===== src/rtl/pipe_em_stage.sv =====
// EX/MEM pipeline register with valid/ready handshake, flush, write-enable gating
// and a saturating stall counter. Optional 2-entry skid storage: PIPE_EM_SKID_EN.
module pipe_em_stage #(
  parameter int DATA_W     = 32,
  parameter int REG_ADDR_W = 5,
  parameter int CNT_W      = 16
) (
  input  logic                  clk,
  input  logic                  rst,
  input  logic                  flush,
  input  logic                  in_valid,
  output logic                  in_ready,
  input  logic                  mux_dir_mem_in,
  input  logic                  mux_dato_in,
  input  logic                  write_mem_in,
  input  logic                  write_reg_in,
  input  logic [DATA_W-1:0]     dir_mem_carga_in,
  input  logic [DATA_W-1:0]     dato_result_in,
  input  logic [DATA_W-1:0]     dir_mem_reg_b_in,
  input  logic [REG_ADDR_W-1:0] dir_write_in,
  output logic                  out_valid,
  input  logic                  out_ready,
  output logic                  mux_dir_mem_out,
  output logic                  mux_dato_out,
  output logic                  write_mem_out,
  output logic                  write_reg_out,
  output logic [DATA_W-1:0]     dir_mem_carga_out,
  output logic [DATA_W-1:0]     dato_result_out,
  output logic [DATA_W-1:0]     dir_mem_reg_b_out,
  output logic [REG_ADDR_W-1:0] dir_write_out,
  output logic [CNT_W-1:0]      stall_cnt
);

  typedef struct packed {
    logic                  mux_dir_mem;
    logic                  mux_dato;
    logic                  write_mem;
    logic                  write_reg;
    logic [DATA_W-1:0]     carga;
    logic [DATA_W-1:0]     result;
    logic [DATA_W-1:0]     reg_b;
    logic [REG_ADDR_W-1:0] dir_write;
  } pkt_t;

  function automatic logic [CNT_W-1:0] sat_inc(input logic [CNT_W-1:0] c);
    return (&c) ? c : c + {{(CNT_W-1){1'b0}}, 1'b1};
  endfunction

  pkt_t in_pkt;
  pkt_t main_p0;
  logic vld_p0;
  logic accept;
  logic retire;

  assign in_pkt = '{mux_dir_mem: mux_dir_mem_in, mux_dato: mux_dato_in,
                    write_mem: write_mem_in, write_reg: write_reg_in,
                    carga: dir_mem_carga_in, result: dato_result_in,
                    reg_b: dir_mem_reg_b_in, dir_write: dir_write_in};

  assign accept = in_valid & in_ready;
  assign retire = vld_p0 & out_ready;

`ifdef PIPE_EM_SKID_EN
  pkt_t skid_p0;
  logic skid_vld_p0;
  logic rdy_q;

  assign in_ready = rdy_q;

  // EX -> main/skid capture; skid only fills while main is held by MEM
  always_ff @(posedge clk) begin
    if (rst) begin
      vld_p0      <= 1'b0;
      skid_vld_p0 <= 1'b0;
      main_p0     <= '0;
      skid_p0     <= '0;
      rdy_q       <= 1'b1;
    end else if (flush) begin
      vld_p0      <= 1'b0;
      skid_vld_p0 <= 1'b0;
      rdy_q       <= 1'b1;
    end else begin
      if (retire) begin
        if (skid_vld_p0) begin
          main_p0     <= skid_p0;
          skid_vld_p0 <= 1'b0;
        end else if (accept) begin
          main_p0 <= in_pkt;
        end else begin
          vld_p0 <= 1'b0;
        end
      end else if (accept) begin
        if (vld_p0) begin
          skid_p0     <= in_pkt;
          skid_vld_p0 <= 1'b1;
        end else begin
          main_p0 <= in_pkt;
          vld_p0  <= 1'b1;
        end
      end
      // in_ready tracks the next-cycle emptiness of the skid slot
      rdy_q <= skid_vld_p0 ? retire : ~(accept & vld_p0 & ~retire);
    end
  end
`else
  assign in_ready = ~vld_p0 | out_ready;

  // EX -> main capture; accept can only happen when main is empty or retiring
  always_ff @(posedge clk) begin
    if (rst) begin
      vld_p0  <= 1'b0;
      main_p0 <= '0;
    end else if (flush) begin
      vld_p0 <= 1'b0;
    end else if (accept) begin
      main_p0 <= in_pkt;
      vld_p0  <= 1'b1;
    end else if (retire) begin
      vld_p0 <= 1'b0;
    end
  end
`endif

  // Stall counter keeps counting through flushes; only rst clears it
  always_ff @(posedge clk) begin
    if (rst) begin
      stall_cnt <= '0;
    end else if (vld_p0 & ~out_ready) begin
      stall_cnt <= sat_inc(stall_cnt);
    end
  end

  assign out_valid         = vld_p0;
  assign mux_dir_mem_out   = main_p0.mux_dir_mem;
  assign mux_dato_out      = main_p0.mux_dato;
  assign write_mem_out     = main_p0.write_mem & vld_p0;
  assign write_reg_out     = main_p0.write_reg & vld_p0;
  assign dir_mem_carga_out = main_p0.carga;
  assign dato_result_out   = main_p0.result;
  assign dir_mem_reg_b_out = main_p0.reg_b;
  assign dir_write_out     = main_p0.dir_write;

endmodule


===== config.mk =====
export PLATFORM = sky130hd
export DESIGN_NAME = pipe_em_stage
export DESIGN_NICKNAME = d
export VERILOG_FILES = /design/src/rtl/pipe_em_stage.sv
export SDC_FILE = /design/constraint.sdc
export NUM_CORES = 1
export LEC_CHECK = 0
export CORE_MARGIN = 3
export CORE_UTILIZATION = 38
export CTS_CLUSTER_DIAMETER = 80
export CTS_CLUSTER_SIZE = 24
export DETAILED_ROUTE_END_ITERATION = 10
export GPL_TIMING_DRIVEN = 1
export HOLD_SLACK_MARGIN = 0.08
export PLACE_DENSITY = 0.74
export SYNTH_ARGS = -nofsm -noshare
export SYNTH_HDL_FRONTEND = slang
export SYNTH_SLANG_ARGS = --single-unit

===== constraint.sdc =====
create_clock -name clk -period 1.6 [get_ports clk]
set_input_delay 0.48 -clock clk [delete_from_list [all_inputs] [get_ports clk]]
set_output_delay 0.48 -clock clk [all_outputs]
set_load 0.005 [all_outputs]

==> results of run 1 <==
-- synth_stat cells, types with 4 or more instances --
master,number
dfxtp_1,122
nor2_1,13
clkbuf_1,23
nand3_1,5
nor3_1,6
mux2_1,7
buf_4,101
nor2b_1,6
nand2_1,215
buf_2,12
a21oi_1,110
nand4_1,4
-- power breakdown --
group	internal (W)	total, W	switching, W
clock network	0.00276	0.00407	0.00131
registers	0.00316	0.00323	0.0000619
logic	0.000689	0.00119	0.000500
-- stage by stage --
stage / cells / cell area [um2] / setup TNS (ns)
floorplan: 664 / 5300 / 0
global placement: 982 / 7360 / -62.72
detailed placement: 982 / 7360 / -66.29
CTS: 1043 / 8590 / -2.51
global route: 1055 / 9090 / -7.86
finish: 1055 / 9090 / -1.30
-- cells by family after synthesis --
kind of cell / share of synthesized area (%)
DFF: 46.3
buffers and inverters: 17.7
muxes: 1.68
adders and majority gates: 0.237
and+or+nand+nor: 22.1
AOI/OAI and AO/OA: 12.0
-- registers in the layout, indices dropped and copies added, names as in the netlist --
| name | flops |
|---|---|
| mux_dir_mem_out | 1 |
| dir_mem_reg_b_out | 32 |
| dir_write_out | 5 |
| dato_result_out | 32 |
| dir_mem_carga_out | 32 |
| out_valid | 1 |
| main_p0 | 2 |
| stall_cnt | 16 |
| mux_dato_out | 1 |
-- final cells by class --
| cell class | instances | area [um2] |
|---|---|---|
| timing repair buffer | 322 | 3320 |
| clock buffer | 24 | 492 |
| inverter | 4 | 15.0 |
| clock inverter | 7 | 138 |
| multi-input combinational | 400 | 2440 |
| tap | 176 | 220 |
| fill | 1057 | 4310 |
| sequential | 122 | 2470 |
-- worst paths after layout --
kind                           to  slack [ns]  depth (start not counted)
min           dato_result_out[21]        0.45                          2
min reg2reg   dato_result_out[21]        0.45                          2
max reg2reg  dir_mem_reg_b_out[1]       -0.06                         10
max                      in_ready       -0.07                          4
-- layer usage --
layer | vias to the layer above | global-route usage (%) | part of all wire (%)
met5 | - | 0 | 0
met4 | 0 | 7.75 | 2.2
met3 | 29 | 8.54 | 9.8
met2 | 203 | 36.9 | 51
met1 | 2340 | 22.1 | 37
li1 | 2481 | - | -
-- cells in the final DEF (no fill, tap or decap), types with 3 or more instances in the layout --
cell | Yosys | routed
nand3_4 | 2 | 3
clkbuf_2 | 0 | 5
dfxtp_1 | 122 | 102
clkdlybuf4s50_1 | 0 | 107
clkbuf_8 | 0 | 4
clkdlybuf4s15_1 | 0 | 4
nor2_1 | 13 | 12
buf_2 | 12 | 4
buf_6 | 1 | 14
nand2_1 | 215 | 158
a311oi_1 | 3 | 3
a21oi_1 | 110 | 68
dlygate4sd2_1 | 0 | 108
a31oi_1 | 3 | 3
dfxtp_2 | 0 | 18
nor3_2 | 1 | 3
a21oi_2 | 0 | 42
inv_1 | 3 | 3
clkbuf_16 | 0 | 23
mux2_1 | 7 | 6
buf_16 | 0 | 11
nor4_4 | 0 | 3
buf_12 | 0 | 9
nand2_4 | 0 | 29
nand3_1 | 5 | 4
clkbuf_1 | 23 | 3
bufinv_16 | 0 | 4
buf_4 | 101 | 50
nand4_1 | 4 | 4
nand2_2 | 0 | 28
nor2b_1 | 6 | 6
nor3_1 | 6 | 4
-- repair_timing --
action                                  in CTS  in global routing
gates resized for setup                    228                122
hold buffers                                 0                  0
cloned                                      12                  7
setup buffers                               19                  9
pin swaps                                   31                 45
endpoints found under the hold margin        0                  0
endpoints found under the setup margin     238                120
-- critical path, cell delays in order (launching register included) --
cell and delay (ns):
dfxtp_2 0.33, and2b_1 0.17, buf_4 0.13, inv_2 0.05
buf_2 0.10
==> results.txt, run 1 <==
The run finished, with violations left. The checks that failed: negative setup slack. Nature of the critical path startpoint: a flip-flop. The total I/O pin count is 233. The run gives 122 as the clock sink count. Each instance of the synthesized netlist takes up on average 7.95 um2. The number of antenna violations at the first check in global routing came out at 0. The tree is rooted in a clkbuf_16. The detailed router placed 5053 vias in this run. After legalization and detailed placement, the total HPWL measured 9910 um. For the total count of hold-check failures in the final report, the log shows 0. In this run the tool buffered the top-level ports with 232 buffer cells. Setup repair after global routing could not meet its margin everywhere. After global routing the overflow that remains totals 0. Power comes to 0.00848 W. The number of different library cells used by synthesis comes to 38. TritonCTS built the clock tree. After synthesis the netlist holds a flip-flop and latch count of 122. The tool flagged a number of max-cap violations equal to 0.

Final hold analysis gives a worst-case slack of 0.447 ns. The clock passes through at most 2 buffers. Tracing the worst setup path back leads to its startpoint at out_valid.

The routability congestion estimate is 0.787, and the final routed wire length divided by cell count is 16.8 um. The first detailed-routing pass took 4 iterations. The run gives 42 as the number of placement rows. Derived from the worst setup path, the maximum achievable clock frequency is 0.599 GHz. Along the worst path, the maximum fanout reaches 5. Global routing used 20.8% of the available tracks. In this run the static leakage power is 4.03 nW. The width of the die was 124 um; the layout overhead on the synthesized area was 72.3%.

For this run, the share of the core covered by cells in the final layout is 67.9%. TritonCTS buffer count: 17. The run gives 40 as the count of endpoints failing setup in the final report. Flip-flop cell with the highest count after synthesis: dfxtp_1.

Counting every instance in the synthesized netlist gives 664. The number of nets in the layout came out at 978. Sequential cell area fraction in the yosys report: 46.3%. By startpoint and endpoint, the worst setup path is classified as reg -> out. The number of global-route vias before repair was 4729; the summed instance area of the synthesized netlist was 0.00528 mm2. At the placement stage, the worst setup path has a slack of -0.653 ns.

The top cell type by area accounts for 46.3% of the synthesized area. Of the cells placed in the final design, the portion with a size suffix greater than 1 is 30.6%. The synthesized design contains 0 enable-type register cells. The clock latency reported for the late side of the worst-skew pair came out at 0.40 ns. The max-slew violation total from the final report was 0; the maximum number of pins on one net before global-route repair was 48.

The floorplan step defined a die boundary enclosing 0.0153 mm2. The worst setup path is captured at an output port. The detailed router finished its first iteration with 234 violations.

Data on the critical path arrives at its endpoint at 1.19 ns. Synthesis warning total: 0. The final critical path takes up 104% of the cycle.

The worst setup skew after layout was 0.00841 ns; the share of flip-flops with an asynchronous set or reset after synthesis was 0%. The worst-case IR drop observed on VDD is 0.549 mV. The synthesized design spends more area on one cell type than any other, namely dfxtp_1. The aggregate routed wire length was 17700 um; the first-pass GRT wire length was 24400 um. The area of the core region was 0.0134 mm2; the power density over the cells was 933 mW/mm2. Once detail routing completed, the nets flagged for antenna violations numbered 0. The clock-pin transition on the worst setup and hold timing paths was 0.05 ns.

The tools report the worst reg2reg path startpoint as out_valid. Average vias per placed instance: 4.79. The worst path setup slack after routing is -0.0682 ns, and the required time of the worst setup path is 1.12 ns. The vertical die dimension was 124 um. After synthesis, the cell types taking the most area are dfxtp_1 46%, nand2_1 15%, buf_4 14%, a21oi_1 10%, clkbuf_1 1.6%. The tools report the antenna diode instance count as 0. When the netlist entered floorplanning its net count stood at 775.

Transition at the pin with the smallest max-transition slack: 0.409 ns. The worst path needs 1.67 ns of the cycle, external delays included. The worst hold path belongs to the class reg -> reg.

Relative max-transition margin: 72.7%. In the routed design, unresolved DRC markers number 0. Once the floorplan was initialized, standard cells occupied 39.4% of the core. Worst min-delay path startpoint: dato_result_out[21].

CTS built an H-tree with a depth of 4.
(Power assumes the default switching activity.)
==> run 2: changes to the inputs <==
- CORE_UTILIZATION: 38 -> 42
- PLACE_DENSITY: 0.74 -> 0.77
- clock period: 1.6 -> 1.85 ns (I/O delays scaled with it)
==> results.txt, run 2 (synthesis results as in run 1) <==
Of the total power, combinational logic draws 10.2%. The H-tree was split into 4 levels. DRC violation count after routing: 0.

The routability congestion estimate was 0.814; the violation count after the first detailed-routing iteration was 291. The width of the die came out at 118 um. Per report_power, the clock group accounts for 51.3% of the total.

The die covers 0.0139 mm2. The logs give 0.00783 mm2 for the final cell area excluding filler cells and 1.29 ns for the required time of the worst setup path. The total count of hold-check failures in the final report was 0. The path class of the tightest hold or removal check is reg -> reg.

By startpoint and endpoint, the worst setup path is classified as reg -> out. The tools report the max-slew violation total from the final report as 0. The reg-to-reg critical path endpoint was stall_cnt[0]. The final routed wire length divided by cell count was 13.8 um; the upper clock frequency limit was 0.550 GHz.

The first global-routing pass estimated 22300 um of wire. The clock reaches the later pin of the worst-skew pair after 0.41 ns. For the total grt overflow, the log shows 0. The critical path starts at dir_write_out[2]. In the routed layout, each cell is associated on average with a via count of 4.78.

The logs give 4736 for the number of global-route vias before repair and 0 for the count of endpoints failing setup in the final report. The all-layer global routing usage was 19.3%. The dominant delay contributor by cell family on the critical path was buffers and inverters. Fraction of the core area covered by cells at the end of the flow: 64.4%. The number of nets in the layout came out at 906. Port buffering added 232 buffers. Clock-pin transition on the worst setup and hold timing paths: 0.06 ns.

Capturing element type of the critical path: an output port. The post-route netlist has 8.91% of its cells at a drive strength greater than 1. Internal power comes to 0.00572 W. The highest-delay cell along the critical path was clkdlybuf4s50_1. Setup repair after global routing could not meet its margin everywhere. The run gives 944 as the placed cell count. In this run the power spent charging and discharging nets is 0.00152 W. The critical-path maximum fanout works out to 2.

Leaving out filler cells and counting taps, the final layout contains 976. Leaving out fill and tap cells, the most frequent cells in the layout are 215 x nand2_1, 167 x clkdlybuf4s50_1, 110 x a21oi_1, 110 x dfxtp_1, 41 x dlymetal6s2s_1. The minimum setup slack after placement came out at -0.509 ns. TritonCTS created 17 clock buffers. For the total leakage power, the log shows 3.59 nW. The tools report the number of antenna violations at the first check in global routing as 0. Summing all placed instances gives a cell area of 0.00707 mm2. In the finished design, the share of the clock period the worst path needs comes to 98.2%.

Setup slack on the critical path of the routed design comes to 0.0328 ns. Internal reg-to-reg setup slack: 0.14 ns. The aggregate routed wire length was 13500 um. The count of max-cap constraint violations came out at 0. Once detailed placement completed, the half-perimeter wirelength came to 9500 um. For the pin with the worst max-slew slack, the measured transition is 0.481 ns. The layout overhead on the synthesized area works out to 48.4%. The filler cells instantiated in the layout total 997. The depth of the worst register-to-register path came out at 4. 0 antenna diodes ended up in the layout. The final route contains 4668 vias.

The total area of multi-input combinational cells is 0.00191 mm2, and the number of buffers inserted by hold repair at cts is 0. Setup total negative slack on the finished layout was measured at 0 ns. Per report_power, the sequential group accounts for 38.5% of the total.

Power spread over the standard cell area amounts to 924 mW/mm2. STA classifies the critical path startpoint as a flip-flop. Of the total power, the share spent switching nets is 20.9%. The relative max-transition margin is 67.9%. Leaving out fill and tap cells, the most frequent cell in the layout is nand2_1. Entering global routing, the biggest net connects 67 pins.

The die is 118 um tall. The buffers plus inverters on the worst setup path is 1. The initial core utilization is 43.4%, and the worst setup skew after layout is 0.0118 ns. Summing all flip-flop and latch instances after layout gives 0.00246 mm2. Before antenna repair, the detailed router went through 4 iterations. 233 I/O pins were placed.

Number of gates on the worst path with buffers counted: 1. Number of buffers on the longest clock path: 2. Number of nets with antenna violations after routing: 0. Walking the worst path, the cells encountered are clkdlybuf4s50_1.

Buffers added to address setup during post-CTS repair amount to 0. The clock sink count is 122, and the shortest period the worst path allows is 1.82 ns. Buffer type at the clock tree root: clkbuf_16. The initialized floorplan defines 40 standard-cell rows.

The worst register-to-register path begins at stall_cnt[11]. The run finished with clean final reports. The worst supply voltage drop on vdd came out at 0.737 mV. TritonCTS built the clock tree. The region available for standard cell placement spans 0.0122 mm2.

Data on the critical path arrives at its endpoint at 1.26 ns. The tools report the critical path capture point as dir_write_out[2]. The largest single stage delay on the critical path is 0.51 ns.
==> run 2: cell type report <==
type / instances / share of cell area [%]
Clock buffer: 22 / 6.18
Clock inverter: 10 / 2.40
Inverter: 4 / 0.192
Multi-Input combinational cell: 400 / 24.3
Sequential cell: 122 / 31.4
Tap cell: 168 / 2.68
Timing Repair Buffer: 250 / 32.8
==> run 2: power by group through the flow <==
stage          Combinational [W]  Sequential [W]  Clock [W]
4_1_cts                 0.000754         0.00279    0.00377
3_5_place_dp            0.000752         0.00285          0
5_1_grt                 0.000805         0.00280    0.00389
6_report                0.000736         0.00279    0.00371
2_1_floorplan           0.000378         0.00284          0
3_3_place_gp            0.000739         0.00284          0
==> run 2: worst min path at each step <==
stage | start | endpoint | slack (ns) | cells past startpoint
2_1_floorplan | main_p0[101] | main_p0[101] | 0.43 | 2
3_3_place_gp | dir_mem_carga_out[1] | dir_mem_carga_out[1] | 0.44 | 2
3_5_place_dp | main_p0[102] | main_p0[102] | 0.45 | 2
4_1_cts | main_p0[102] | main_p0[102] | 0.45 | 2
5_1_grt | dir_mem_carga_out[27] | dir_mem_carga_out[27] | 0.47 | 2
6_report | dato_result_out[20] | dato_result_out[20] | 0.45 | 2
==> run 2: what timing repair did <==
item,CTS,global route
gates resized for setup,36,43
endpoints found under the hold margin,0,0
gates cloned,0,0
setup endpoints to repair,59,44
==> run 2: layer usage <==
metal	wire [um]	global-route usage [%]	vias to the layer above	share of wire (%)
li1	-	-	2326	-
met1	5530	21.9	2138	41
met2	6390	31.2	186	47
met3	1340	9.23	18	9.9
met4	219	7.84	0	1.6
met5	0	0	-	0
==> run 2: per-stage QoR <==
step | hold WS, ns | power (W)
finish | 0.450 | 0.00724
floorplan | 0.432 | 0.00321
detailed placement | 0.446 | 0.00360
global route | 0.471 | 0.00750
CTS | 0.453 | 0.00732
global placement | 0.440 | 0.00358
==> run 3: changes to the inputs <==
- CTS_CLUSTER_DIAMETER: 80 -> 60
==> results of run 3 <==
No change in the layout: final DEF, timing and power equal those of run 2.
==> edit 1 (settings of run 2) <==
Build with the macro `PIPE_EM_SKID_EN` defined.
--- a/src/rtl/pipe_em_stage.sv
+++ b/src/rtl/pipe_em_stage.sv
@@ -1,5 +1,7 @@
 // EX/MEM pipeline register with valid/ready handshake, flush, write-enable gating
 // and a saturating stall counter. Optional 2-entry skid storage: PIPE_EM_SKID_EN.
+`define PIPE_EM_SKID_EN
+
 module pipe_em_stage #(
   parameter int DATA_W     = 32,
   parameter int REG_ADDR_W = 5,
Formal check against the unedited RTL: not equivalent (Yosys sat finds a counterexample within 4 cycles, from zero or initial values and one cycle with rst high).
==> edit 1 against run 2 <==
  * Combinational power grew 81%
  * Via count grew 76%
  * Setup slack gained 4.6 ps
  * Design area grew 72%
  * Largest cell class is now multi-input gates
  * Global-route usage shrank 1.2 points
  * Sequential power grew 87%
  * Area after synthesis grew 100%
  * Critical endpoint is now skid_p0[97]$_SDFFE_PP0P_
  * Critical path depth grew 6
  * Fmax grew 0.26%
  * Sequential cell count grew 107
  * Total power grew 36%
  * Routed wire length grew 90%
==> edit 1: results (changes against run 2) <==
status: "finished clean"
ir_worst_vdd_v: 0.000456  # -38%
drive_gt1_frac: 0.227  # +0.138
cts_max_level: 1  # -3
yosys-top-cells-count: "dfxtp_1 (229), nand2_1 (220), buf_4 (124)"
viasPerCell: 5.08  # +6.2%
p_sw_w: 0.00240  # +59%
synth_compound_area_frac: 0.189  # +0.0693
grt_max_degree: 55  # -18%
use_met3: 0.0401  # -0.0522
dp_hpwl_mm: 17.5  # +84%
max_stage_delay_ps: 480  # -30 ps
hp-class: "input pin to flop"
cts-resized-gates: 204  # +470%
routed_wl_mm: 25.7  # +90%
synthMuxAreaShare: 0.107  # +0.0902
wl_met1_mm: 10.9  # +97%
grt_usage: 0.181  # -0.0118
dr_total_vias: 8216  # +76%
grt_pass1_wl_mm: 40.3  # +81%
nNetsFinal: 1398  # +54%
synthesis.nets: 1253  # +62%
seq_area_frac_synth: 0.435  # -0.0274
skew_ps: 14.8  # +3.04 ps
clockBufferDepth: 3  # +1
worst_pin_slew_ps: 358  # -122 ps
dpl_cell_area_mm2: 0.0129  # +82%
power_leakage_nw: 5.94  # +65%
use_met1: 0.225  # +0.00646
synth_top_family_by_area: "compound AO/OA/AOI/OAI gates"
gp_congestion: 0.786  # -3.3%
-- edit 1: changes by cell type in the layout (fill, tap and decap cells not counted), sizes merged, moves of 63 or more --
cell,before,now
buf,19,82
mux2i,1,107
dlygate4sd2,22,122
a211oi,0,108
dfxtp,122,229
nor2,13,113
-- edit 1: path summary, 6_finish.rpt --
kind,depth (start not counted),end,slack [ps],startpoint
worst max-delay path,7,skid_p0[97]$_SDFFE_PP0P_,40,in_valid
worst min-delay path,2,stall_cnt[10]$_SDFFE_PP0P_,440,rst
worst max register to register,8,dato_result_out[7]$_SDFFE_PP0P_,90,out_valid$_SDFFE_PP0P_
worst min register to register,2,skid_p0[102]$_SDFFE_PP0P_,460,skid_p0[102]$_SDFFE_PP0P_
-- edit 1: layout make-up --
cell class	instances	area (um^2)	area share
multi-input cells	721	4720	0.350
repair buffers	317	3220	0.239
well taps	324	405	0.0301
clock buffers	18	407	0.0301
flip-flops and latches	229	4680	0.347
inverters	4	15.0	0.00111
clock inverters	5	40.0	0.00297
==> edit 2 (flow settings as in run 2) <==
Without the edit above. Put one more register stage on the output `stall_cnt`, with the module's reset. The value now appears one clock later. The other outputs are not delayed to match.
--- a/src/rtl/pipe_em_stage.sv
+++ b/src/rtl/pipe_em_stage.sv
@@ -41,6 +41,8 @@
     logic [DATA_W-1:0]     reg_b;
     logic [REG_ADDR_W-1:0] dir_write;
   } pkt_t;
+
+  logic [CNT_W-1:0] stall_cnt_s0;
 
   function automatic logic [CNT_W-1:0] sat_inc(input logic [CNT_W-1:0] c);
     return (&c) ? c : c + {{(CNT_W-1){1'b0}}, 1'b1};
@@ -124,9 +126,9 @@
   // Stall counter keeps counting through flushes; only rst clears it
   always_ff @(posedge clk) begin
     if (rst) begin
-      stall_cnt <= '0;
+      stall_cnt_s0 <= '0;
     end else if (vld_p0 & ~out_ready) begin
-      stall_cnt <= sat_inc(stall_cnt);
+      stall_cnt_s0 <= sat_inc(stall_cnt_s0);
     end
   end
 
@@ -140,5 +142,13 @@
   assign dir_mem_reg_b_out = main_p0.reg_b;
   assign dir_write_out     = main_p0.dir_write;
 
+  always_ff @(posedge clk) begin
+    if (rst) begin
+      stall_cnt <= '0;
+    end else begin
+      stall_cnt <= stall_cnt_s0;
+    end
+  end
+
 endmodule
 
Function: changed (a bounded check fails within 4 cycles, from zero or initial values and one cycle with rst high).
==> edit 2 against run 2 <==
  * Fmax barely moved
  * Die area rose by 6.8%
  * Critical endpoint is now dato_result_out[27]
  * Design area rose by 5.7%
  * Critical path depth did not move
  * Utilization fell by 0.084 points
  * Non-clock buffer count rose by 15
  * Register-to-register slack got worse by 40 ps
  * Routed wire length rose by 5.9%
  * Area after synthesis rose by 7.2%
  * Setup slack barely moved
  * Total power fell by 3.5%
  * Clock power fell by 17%
  * Count of clock-buffer cells in the layout rose by 4
  * Sequential cell count rose by 16
  * Highest routed layer unchanged
==> edit 2: results (changes against run 2) <==
drt-pass1-iter-count: 4  # unchanged
wl_per_cell_um: 14.0  # +1.2%
synthTopCellsByArea: "dfxtp_1 (49%), nand2_1 (14%), buf_4 (13%), a21oi_1 (9.9%), nor2b_1 (1.5%)"
skew_ps: 6.62  # -5.15 ps
dp_cells: 991  # +5.0%
seq_area_frac_synth: 0.488  # +0.0255
dp_hpwl_mm: 10.1  # +6.8%
grt_max_degree: 68  # +1.5%
gp_congestion: 0.779  # -4.3%
ir_worst_vdd_v: 0.000564  # -23%
grt_usage: 0.186  # -0.00653
wl_met1_mm: 5.93  # +7.3%
status: "finished clean"
wl_met3_mm: 1.43  # +6.7%
grt_pass1_vias: 4461  # -5.8%
pre_cts_slack_ps: -482  # +27.2 ps
grt_pass1_wl_mm: 22.0  # -1.2%
max-slew-margin-rel: 0.736  # +0.0566
drt_iter0_drc: 243  # -16%
cpLargestDelayFamily: "buffers and inverters"
routed_wl_mm: 14.3  # +5.9%
nNetsFinal: 949  # +4.7%
synthCells: 693  # +4.4%
viasPerCell: 4.67  # -2.4%
wl_met2_mm: 6.71  # +5.1%
power_leakage_nw: 3.79  # +5.4%
n_fill_cell: 1101  # +10%
synth_cell_types: 39  # +2.6%
-- edit 2: cell count changes after synthesis, moves of 4 or more --
cell	before	now
o21ai_0	1	5
nor2b_1	6	14
buf_1	1	5
mux2_1	7	2
dfxtp_1	122	138
-- edit 2: final cells by class --
class	count	share of cell area
Multi-Input combinational cell	412	0.238
Clock buffer	26	0.0615
Inverter	4	0.00181
Timing Repair Buffer	265	0.334
Clock inverter	5	0.00438
Sequential cell	138	0.334
Tap cell	172	0.0260
-- edit 2: final timing paths --
path / from / to / slack [ps] / cells past startpoint
setup reg to reg: stall_cnt_s0[1]$_SDFFE_PP0P_ / stall_cnt_s0[10]$_SDFFE_PP0P_ / 100 / 6
setup / recovery: dato_result_out[27]$_SDFFE_PP0P_ / dato_result_out[27] / 30 / 1
hold / removal: dir_mem_carga_out[16]$_SDFFE_PP0P_ / dir_mem_carga_out[16]$_SDFFE_PP0P_ / 450 / 2
hold reg to reg: dir_mem_carga_out[16]$_SDFFE_PP0P_ / dir_mem_carga_out[16]$_SDFFE_PP0P_ / 450 / 2
-- edit 2: through the flow --
stage / cell area (um^2) / setup TNS (ps) / util
finish: 8280 / 0 / 0.643
global placement: 7620 / -37970 / 0.592
detailed placement: 7620 / -40900 / 0.592
floorplan: 5660 / 0 / -
CTS: 8170 / 0 / 0.635
global route: 8280 / -2.48 / 0.643
-- edit 2: logic make-up (layout without fill, tap and decap cells) --
kind of cell,count (synthesis),after routing,share of synthesized area
muxes,7,7,0.0144
adders and majority gates,1,1,0.00221
and+or+nand+nor,283,283,0.220
AOI/OAI and AO/OA,121,121,0.109
DFF,138,138,0.488
buffers and inverters,143,300,0.166
-- edit 2: per-layer routing --
metal,global-route usage,up-vias
met5,0,-
met1,0.217,2129
met4,0.0770,0
met2,0.302,174
li1,-,2448
met3,0.0799,19
-- edit 2: report_power, final --
group | switching, W | internal, W
Clock | 0.00119 | 0.00188
Combinational | 0.000298 | 0.000477
Sequential | 0.0000487 | 0.00308
Total | 0.00154 | 0.00544
-- edit 2: tightest hold or removal path, delay by kind of cell, from the launching register on --
kind,cells,cell delay (ps)
AO/OA/AOI/OAI,1,50
AND/OR/NAND/NOR,1,50
flip-flops,1,300
-- edit 2: timing repair --
action / in CTS / in global routing
cloned: 0 / 0
resized for setup: 17 / 44
pin swaps: 0 / 1
hold buffers: 0 / 0
setup endpoints to repair: 10 / 46
